### src/rtl/cpu_pkg.sv
// Shared encodings and default vectors for the MIPS core front end.
// Holds the pc_src codes, privilege state enum and reset/exception vectors.
package cpu_pkg;

    localparam logic [2:0] PC_SRC_SEQ   = 3'd0;
    localparam logic [2:0] PC_SRC_BR    = 3'd1;
    localparam logic [2:0] PC_SRC_J     = 3'd2;
    localparam logic [2:0] PC_SRC_JR    = 3'd3;
    localparam logic [2:0] PC_SRC_ILLOP = 3'd4;

    typedef enum logic {
        S_USER   = 1'b0,
        S_KERNEL = 1'b1
    } state_e;

    localparam logic [31:0] RESET_VEC = 32'h8000_0000;
    localparam logic [31:0] ILLOP_VEC = 32'h8000_0004;
    localparam logic [31:0] XADR_VEC  = 32'h8000_0008;

endpackage

### src/rtl/pc_next_mux.sv
// Combinational next-PC and privilege selection for pc_sequencer.
// Priority: illop, pending irq in user mode, then the pc_src choice.
module pc_next_mux
    import cpu_pkg::*;
#(
    parameter int                 ADDR_W    = 32,
    parameter int                 JT_W      = 26,
    parameter logic [ADDR_W-1:0]  ILLOP_VEC = ADDR_W'(cpu_pkg::ILLOP_VEC),
    parameter logic [ADDR_W-1:0]  XADR_VEC  = ADDR_W'(cpu_pkg::XADR_VEC)
) (
    input  logic [ADDR_W-1:0] pc_i,
    input  state_e            state_i,
    input  logic              irq_pend_i,
    input  logic [2:0]        pc_src_i,
    input  logic              br_taken_i,
    input  logic [ADDR_W-1:0] con_ba_i,
    input  logic [JT_W-1:0]   jt_i,
    input  logic [ADDR_W-1:0] jr_target_i,
    output logic [ADDR_W-1:0] pc_plus4_o,
    output logic [ADDR_W-1:0] next_pc_o,
    output state_e            next_state_o,
    output logic [ADDR_W-1:0] epc_next_o,
    output logic              exc_o,
    output logic              irq_take_o
);

    localparam int MSB = ADDR_W - 1;
    localparam logic [ADDR_W-2:0] STEP = {{(ADDR_W-4){1'b0}}, 3'd4};

    logic [ADDR_W-1:0] j_pc;
    logic [ADDR_W-1:0] norm_pc;
    logic              illop;
    logic              unused_con_msb;

    assign unused_con_msb = con_ba_i[MSB];

    always_comb begin
        pc_plus4_o = {pc_i[MSB], pc_i[MSB-1:0] + STEP};

        // Jump target is a word address; privilege bit comes from the current PC
        j_pc              = '0;
        j_pc[JT_W+1:2]    = jt_i;
        j_pc[MSB]         = pc_i[MSB];

        case (pc_src_i)
            PC_SRC_BR: norm_pc = br_taken_i ? {pc_i[MSB], con_ba_i[MSB-1:0]}
                                            : pc_plus4_o;
            PC_SRC_J:  norm_pc = j_pc;
            PC_SRC_JR: norm_pc = (state_i == S_KERNEL)
                               ? jr_target_i
                               : {1'b0, jr_target_i[MSB-1:0]};
            default:   norm_pc = pc_plus4_o;
        endcase

        illop      = (pc_src_i == PC_SRC_ILLOP);
        irq_take_o = irq_pend_i && (state_i == S_USER) && !illop;
        exc_o      = illop || irq_take_o;

        if (illop)
            next_pc_o = ILLOP_VEC;
        else if (irq_take_o)
            next_pc_o = XADR_VEC;
        else
            next_pc_o = norm_pc;

        epc_next_o   = illop ? pc_plus4_o : norm_pc;
        next_state_o = state_e'(next_pc_o[MSB]);
    end

endmodule

### src/rtl/pc_sequencer.sv
// PC register, privilege FSM, latched interrupt and exception entry.
// Define PC_EPC_EN to build the exception-PC capture register.
module pc_sequencer
    import cpu_pkg::*;
#(
    parameter int                 ADDR_W    = 32,
    parameter int                 JT_W      = 26,
    parameter logic [ADDR_W-1:0]  RESET_VEC = ADDR_W'(cpu_pkg::RESET_VEC),
    parameter logic [ADDR_W-1:0]  ILLOP_VEC = ADDR_W'(cpu_pkg::ILLOP_VEC),
    parameter logic [ADDR_W-1:0]  XADR_VEC  = ADDR_W'(cpu_pkg::XADR_VEC)
) (
    input  logic              clk,
    input  logic              reset,
    input  logic              stall,
    input  logic [2:0]        pc_src,
    input  logic              br_taken,
    input  logic [ADDR_W-1:0] con_ba,
    input  logic [JT_W-1:0]   jt,
    input  logic [ADDR_W-1:0] jr_target,
    input  logic              irq,
    output logic [ADDR_W-1:0] pc,
    output logic [ADDR_W-1:0] pc_plus4,
    output logic              kernel,
    output logic              exc_taken,
    output logic [ADDR_W-1:0] epc
);

    logic [ADDR_W-1:0] pc_q;
    state_e            state_q;
    logic              irq_pend_q;
    logic              irq_pend_d;
    logic              exc_q;

    logic [ADDR_W-1:0] next_pc;
    state_e            next_state;
    logic [ADDR_W-1:0] epc_next;
    logic              exc;
    logic              irq_take;

    pc_next_mux #(
        .ADDR_W    (ADDR_W),
        .JT_W      (JT_W),
        .ILLOP_VEC (ILLOP_VEC),
        .XADR_VEC  (XADR_VEC)
    ) u_mux (
        .pc_i         (pc_q),
        .state_i      (state_q),
        .irq_pend_i   (irq_pend_q),
        .pc_src_i     (pc_src),
        .br_taken_i   (br_taken),
        .con_ba_i     (con_ba),
        .jt_i         (jt),
        .jr_target_i  (jr_target),
        .pc_plus4_o   (pc_plus4),
        .next_pc_o    (next_pc),
        .next_state_o (next_state),
        .epc_next_o   (epc_next),
        .exc_o        (exc),
        .irq_take_o   (irq_take)
    );

    // Kernel-mode irq is masked; a taken irq clears the latch outright
    always_comb begin
        irq_pend_d = irq_pend_q || (irq && (state_q == S_USER));
        if (!stall && irq_take)
            irq_pend_d = 1'b0;
    end

    always_ff @(posedge clk or posedge reset) begin
        if (reset) begin
            pc_q       <= RESET_VEC;
            state_q    <= S_KERNEL;
            irq_pend_q <= 1'b0;
            exc_q      <= 1'b0;
        end else begin
            irq_pend_q <= irq_pend_d;
            exc_q      <= !stall && exc;
            if (!stall) begin
                pc_q    <= next_pc;
                state_q <= next_state;
            end
        end
    end

`ifdef PC_EPC_EN
    logic [ADDR_W-1:0] epc_q;

    always_ff @(posedge clk or posedge reset) begin
        if (reset)
            epc_q <= '0;
        else if (!stall && exc)
            epc_q <= epc_next;
    end

    assign epc = epc_q;
`else
    logic unused_epc_next;

    assign unused_epc_next = ^epc_next;
    assign epc             = '0;
`endif

    assign pc        = pc_q;
    assign kernel    = pc_q[ADDR_W-1];
    assign exc_taken = exc_q;

endmodule

### config.mk
export PLATFORM = sky130hd
export DESIGN_NAME = pc_sequencer
export DESIGN_NICKNAME = d
export VERILOG_FILES = /design/src/rtl/cpu_pkg.sv /design/src/rtl/pc_next_mux.sv /design/src/rtl/pc_sequencer.sv
export SDC_FILE = /design/constraint.sdc
export NUM_CORES = 1
export LEC_CHECK = 0
export ABC_AREA = 0
export CAP_MARGIN = 10
export CORE_MARGIN = 3
export CORE_UTILIZATION = 40
export DETAILED_ROUTE_END_ITERATION = 10
export PLACE_DENSITY = 0.94
export RECOVER_POWER = 25
export SYNTH_ARGS = -nofsm -noshare
export SYNTH_HDL_FRONTEND = slang
export SYNTH_SLANG_ARGS = --single-unit
### constraint.sdc
create_clock -name clk -period 2.54 [get_ports clk]
set_clock_uncertainty 0.15 [all_clocks]
set_input_delay 0.508 -clock clk [delete_from_list [all_inputs] [get_ports clk]]
set_output_delay 0.508 -clock clk [all_outputs]
set_load 0.02 [all_outputs]
# Yosys cells after proc, flatten, opt, wreduce, memory -nomap -nowiden

Index checks and enable logic that the tools add are counted.

Output and inout bits: 98
Flip-flop bits (word level): 35
Logic and storage cells: 25
Input bits: 98

Muxes and demuxes: 6
Reductions and logical operators: 9
Add/sub/neg operators: 1
Bitwise logic cells: 1
Equal/unequal tests: 4

Operators with widths:

| kind                  | number |
|---|---|
| $mux 32               | 3 |
| $pmux 32 s3           | 1 |
| $add 31x3->31 const B | 1 |
| $mux 31               | 1 |
| $eq 3x2->1 const B    | 2 |
| $logic_and 1x1->1     | 5 |
| $eq 3x1->1 const B    | 1 |
| $eq 3x3->1 const B    | 1 |
| $logic_not 1->1       | 2 |
| $logic_or 1x1->1      | 2 |
| $mux 1                | 1 |
| $not 1->1             | 1 |

# Logic depth before layout (Yosys ltp)

Depth in word-level cells: 5
Gate-level depth with buffers: 8
Gate-level depth less buffers: 6

# Cells and area by module

Synthesis repeated with hierarchy kept, for this count alone.

Cells, all modules: 513
Area, all modules: 4197.8 um2

By module, submodules not included:

| module       | area an instance (um2) | instances | seq. area each (um2) | cells each |
|---|---|---|---|---|
| pc_next_mux  | 2496.1                 | 1         | 0.0                  | 402 |
| pc_sequencer | 1701.6                 | 1         | 878.3                | 111 |

# Worst setup path after synthesis

Ideal clock, no wire load.

Path kind: register to output
Start: register pc_q[5], in the netlist pc[5]
End: output port pc_plus4[23]
Setup slack: -189 ps
Data arrival time: 2071 ps
Cell stages (with the launch flop): 6
Path buffers: 1
Required time: 1882 ps
Cells stage by stage: dfrtp_1 > clkbuf_2 > nand4_2 > or4_4 > nor3_1 > xor2_1

Word-level cells in the longest chain between the ends: 1

Ends and longest elaborated chain:

| element                  | line               | text |
|---|---|---|
| start: declaration       | pc_sequencer.sv:28 | `logic [ADDR_W-1:0] pc_q;` |
| start signal: assignment | pc_sequencer.sv:79 | `pc_q <= next_pc;` |
| $add 31x3->31            | pc_next_mux.sv:38  | `pc_plus4_o = {pc_i[MSB], pc_i[MSB-1:0] + STEP};` |
| end: declaration         | pc_sequencer.sv:22 | `output logic [ADDR_W-1:0] pc_plus4,` |

Every way passes these cells.

# Final worst setup path

Start: register pc_q[3], in the netlist pc[3]
End: output port pc_plus4[28]

The elaborated chain is that of the path after synthesis.

==> results by stage <==
Setup path:
- Along the worst path, the maximum fanout reaches 3.
- STA puts the critical path data arrival time at 2.13 ns.
- The launch point of the worst reg-to-reg path is pc[31].
- The worst setup path is launched from a flop.
- The slowest stage of the critical path is the dfrtp_2 cell.
- The register-to-register path setup slack is around 0.030 ns.
- The biggest cell delay along the critical path is 0.41 ns.
- The dominant cell type by count on the critical path is buf_4.
- The critical path endpoint category is an output pin.
- Together, buffers and inverters on the worst path number 3.
- The critical path goes through ha_4, nand3_4, buf_4, nor4_4, buf_4, and3_4, nand3_2, xnor2_2, buf_4.
- The path length in cells of the critical path is 9.
- The gate family responsible for the most delay along the worst path is simple AND/OR/NAND/NOR gates.
- The required time reported for the critical path endpoint is 1.88 ns.
- The startpoint-to-endpoint class of the critical path is reg2out.
- The depth of the most critical reg-to-reg path is 6.
- The endpoint of the most critical register-to-register path is pc[13].

Final layout:
- In the final layout, the share of cells above drive strength 1 is 0.297.
- The final cell count without fillers is 809.
- In the final design database the tool counted between 800 and 900 nets.
- The most common cell after layout, fill and taps aside is clkdlybuf4s50_1.
- The finished cells cover between 6000 and 7000 µm².
- The area growth from synthesis to layout is 76.6%.
- The library cells used most frequently in the layout, excluding fill and tap cells, are clkdlybuf4s50_1 (133), buf_4 (127), nand2_1 (39), nor2_1 (32), conb_1 (32).

Synthesis:
- The multiplexer share of the synthesized area is 0.0406.
- In this run the mean area of a mapped cell was 7.79 µm².
- The post-synthesis async set-or-reset flop share is 1.00.
- The cell count after synthesis is 455.
- In the synthesized netlist the dominant register cell turns out to be dfrtp_1.
- The synthesized-area fraction occupied by adder cells is 0.00353.
- Of the synthesized area, sequential elements account for 0.240.
- The number of warnings reported in the yosys synthesis log is 0.
- The combinational family with the most area after synthesis is compound AO/OA/AOI/OAI gates.
- The post-synthesis cell type count is 69.
- The basic-gate share of the synthesized area counting and, or, nand and nor cells is 0.256.
- The post-synthesis register bit count is 34.
- The share of the synthesized area in compound gates (AO/OA/AOI/OAI) is 0.271.
- Of the total synthesized cell area, the portion taken by XOR and XNOR cells is 0.0593.
- The post-synthesis instance area is 3540 µm².
- The synthesized design contains 0 enable-type register cells.

Floorplanning:
- For this configuration, the core starts out at a cell density of 0.421.
- The die area is between 10000 and 15000 µm².
- During I/O placement, the number of pins put on the boundary was 196.
- After floorplanning, the core was divided into 33 placement rows.
- The area inside the core boundary is about 8400 µm².
- The die extent in y is between 100 and 150 µm.
- The floorplan die width is 100 µm.

Routing:
- The total wirelength of the detailed-routed design is around 17 mm.
- The wire length per cell after detailed routing is approximately 21 µm.
- The number of DRC violations after detailed routing is 0.
- The final antenna-violating net count is 0.
- The detailed router finished its first iteration with 754 violations.
- The mean number of vias per cell is roughly 6.1.
- The routed via count is 4969.
- The pre-antenna-repair detailed-routing pass consisted of 5 iterations.

Power and ir drop:
- The peak ir drop on the vdd network is 646 µV.
- The static power due to leakage is 2.84 nW.
- Dividing total power by cell area gives a power density of 636 nW/µm².

Outcome:
- The run finished, with violations left.
- The checks that failed: negative setup slack.

STA:
- The final-report setup violation count is 18.
- The worst path in the final design needs a cycle of 2.79 ns, including I/O delays and setup.
- The slew at the pin closest to its max-slew limit is 0.946 ns.
- The worst slew margin relative to its limit is 0.369.
- The number of max-slew violations in the final report is 0.
- The final worst slack is -0.251 ns.
- The number of hold violations in the final report is 0.
- Setup repair after global routing could not meet its margin everywhere.
- The maximum operating frequency is 358 MHz.
- The final cycle utilization of the critical path is 1.10.

Global route:
- The pin count of the biggest net entering global routing is 35.
- The all-layer global routing usage is 0.311.
- The sum of overflow across all layers after global routing is 0.
- The via count of the first global-routing pass is between 4k and 5k.
- The first global-routing pass estimated approximately 25 mm of wire.
- The initial antenna violation count is 1.

Clock tree:
- The maximum clock insertion buffer count is 2.
- The clock latency of the later-clocked register in the worst-skew pair is 0.29 ns.
- The deepest level of the CTS H-tree is 2.
- Buffers inserted to repair hold after CTS numbered 0.
- The total CTS buffers is 5.
- TritonCTS built the clock tree.
- CTS saw 34 sinks.
- The master cell of the clock root buffer is clkbuf_8.
- The clock-pin slew of the registers on the worst-case setup and hold paths is 0.08 ns.

Min path:
- The startpoint of the most critical hold path is pc[1].
- The cell count of the worst hold path is 1.
- The path with the worst hold slack has its endpoint at pc[1].
- The worst hold path belongs to the class reg2reg.

Place:
- The post-placement setup slack is -0.467 ns.
- The number of buffers inserted by port buffering is 162.
- The final weighted congestion of routability-driven global placement is around 0.96.
- The number of placed instances, taps included, is 784.
- After detailed placement, the total cell area comes to approximately 5800 µm².
- The HPWL after detailed placement is 12.1 mm.

Job:
- The max-capacitance violation count is 0.
## state kept, by name, summed over array words and instances (netlist names)
signal / flops
pc: 32
irq_pend_q: 1
exc_taken: 1
## cells in the mapped netlist, drive strengths merged (4+ instances only)
library cell   n  share of area
buf           48          0.092
nand2         41          0.043
nor2          34          0.038
dfrtp         33           0.23
o21ai         26          0.037
a21oi         23          0.032
clkbuf        23          0.025
nand3         20          0.032
xnor2         15          0.037
a2bb2oi       14          0.035
a22oi         11          0.023
mux2i         11          0.031
nor3          11          0.017
a211oi        10          0.021
a22o          10          0.025
inv           10          0.011
xor2           9          0.022
nand4          8          0.020
and3           7          0.012
a221oi         6          0.015
nor4           6          0.017
o31ai          5          0.011
a221o          4          0.011
nand2b         4         0.0071
nor2b          4         0.0071
nor3b          4         0.0099
o21bai         4         0.0085
or2            4         0.0071
## logic make-up after synthesis
| group | Yosys count |
|---|---|
| muxes | 14 |
| other | 1 |
| AOI/OAI and AO/OA | 137 |
| xor gates and xnor gates | 24 |
| DFF | 34 |
| and+or+nand+nor | 163 |
| adders and majority gates | 1 |
| buffers and inverters | 81 |
## cell type report
| cell class | count | area (µm²) |
|---|---|---|
| fillers | 575 | 2160 |
| inverters | 10 | 37.5 |
| multi-input cells | 371 | 2640 |
| well taps | 105 | 131 |
| flip-flops and latches | 34 | 857 |
| repair buffers | 280 | 2490 |
| clock inverters | 1 | 5.00 |
| diodes | 1 | 2.50 |
| clock buffers | 7 | 86.3 |
## worst max path at each step
| stage | startpoint | end | slack, ns |
|---|---|---|---|
| finish | pc[3] | pc_plus4[28] | -0.25 |
| global route | pc[3] | pc_plus4[28] | -0.34 |
| CTS | pc[10] | pc_plus4[25] | -0.21 |
| detailed placement | pc[3] | pc_plus4[28] | -0.47 |
| global placement | pc[3] | pc_plus4[18] | -0.39 |
| floorplan | pc[2] | pc_plus4[24] | 0.0004 |
## routing by layer
layer / routed length, µm / vias to the layer above / GRT usage / part of all wire
li1: - / 2102 / - / -
met1: 5920 / 2294 / 0.372 / 0.35
met2: 8140 / 449 / 0.529 / 0.47
met3: 1910 / 124 / 0.0598 / 0.11
met4: 1180 / 0 / 0.163 / 0.069
met5: 0 / - / 0 / 0
## metrics by stage
step	setup TNS, ns	power (mW)	util	hold slack (ns)
4_1_cts	-1.82	3.77	0.718	0.404
3_3_place_gp	-5.20	3.25	0.693	0.362
3_5_place_dp	-7.19	3.34	0.693	0.382
5_1_grt	-3.66	4.13	0.743	0.431
6_report	-2.32	3.98	0.743	0.398
2_1_floorplan	0	2.12	-	0.346
## power breakdown
part           internal, mW  switching, mW  leakage (nW)
registers             0.702          0.192         0.434
logic                  1.29           1.36          2.36
clock network         0.219          0.218        0.0482
## repair_timing
action,CTS,global route
setup buffers,9,8
gates cloned,0,0
resized for setup,132,32
endpoints found under the hold margin,0,0
pin swaps,14,14
setup endpoints to repair,25,26
Power figures use the tool's default switching activity.
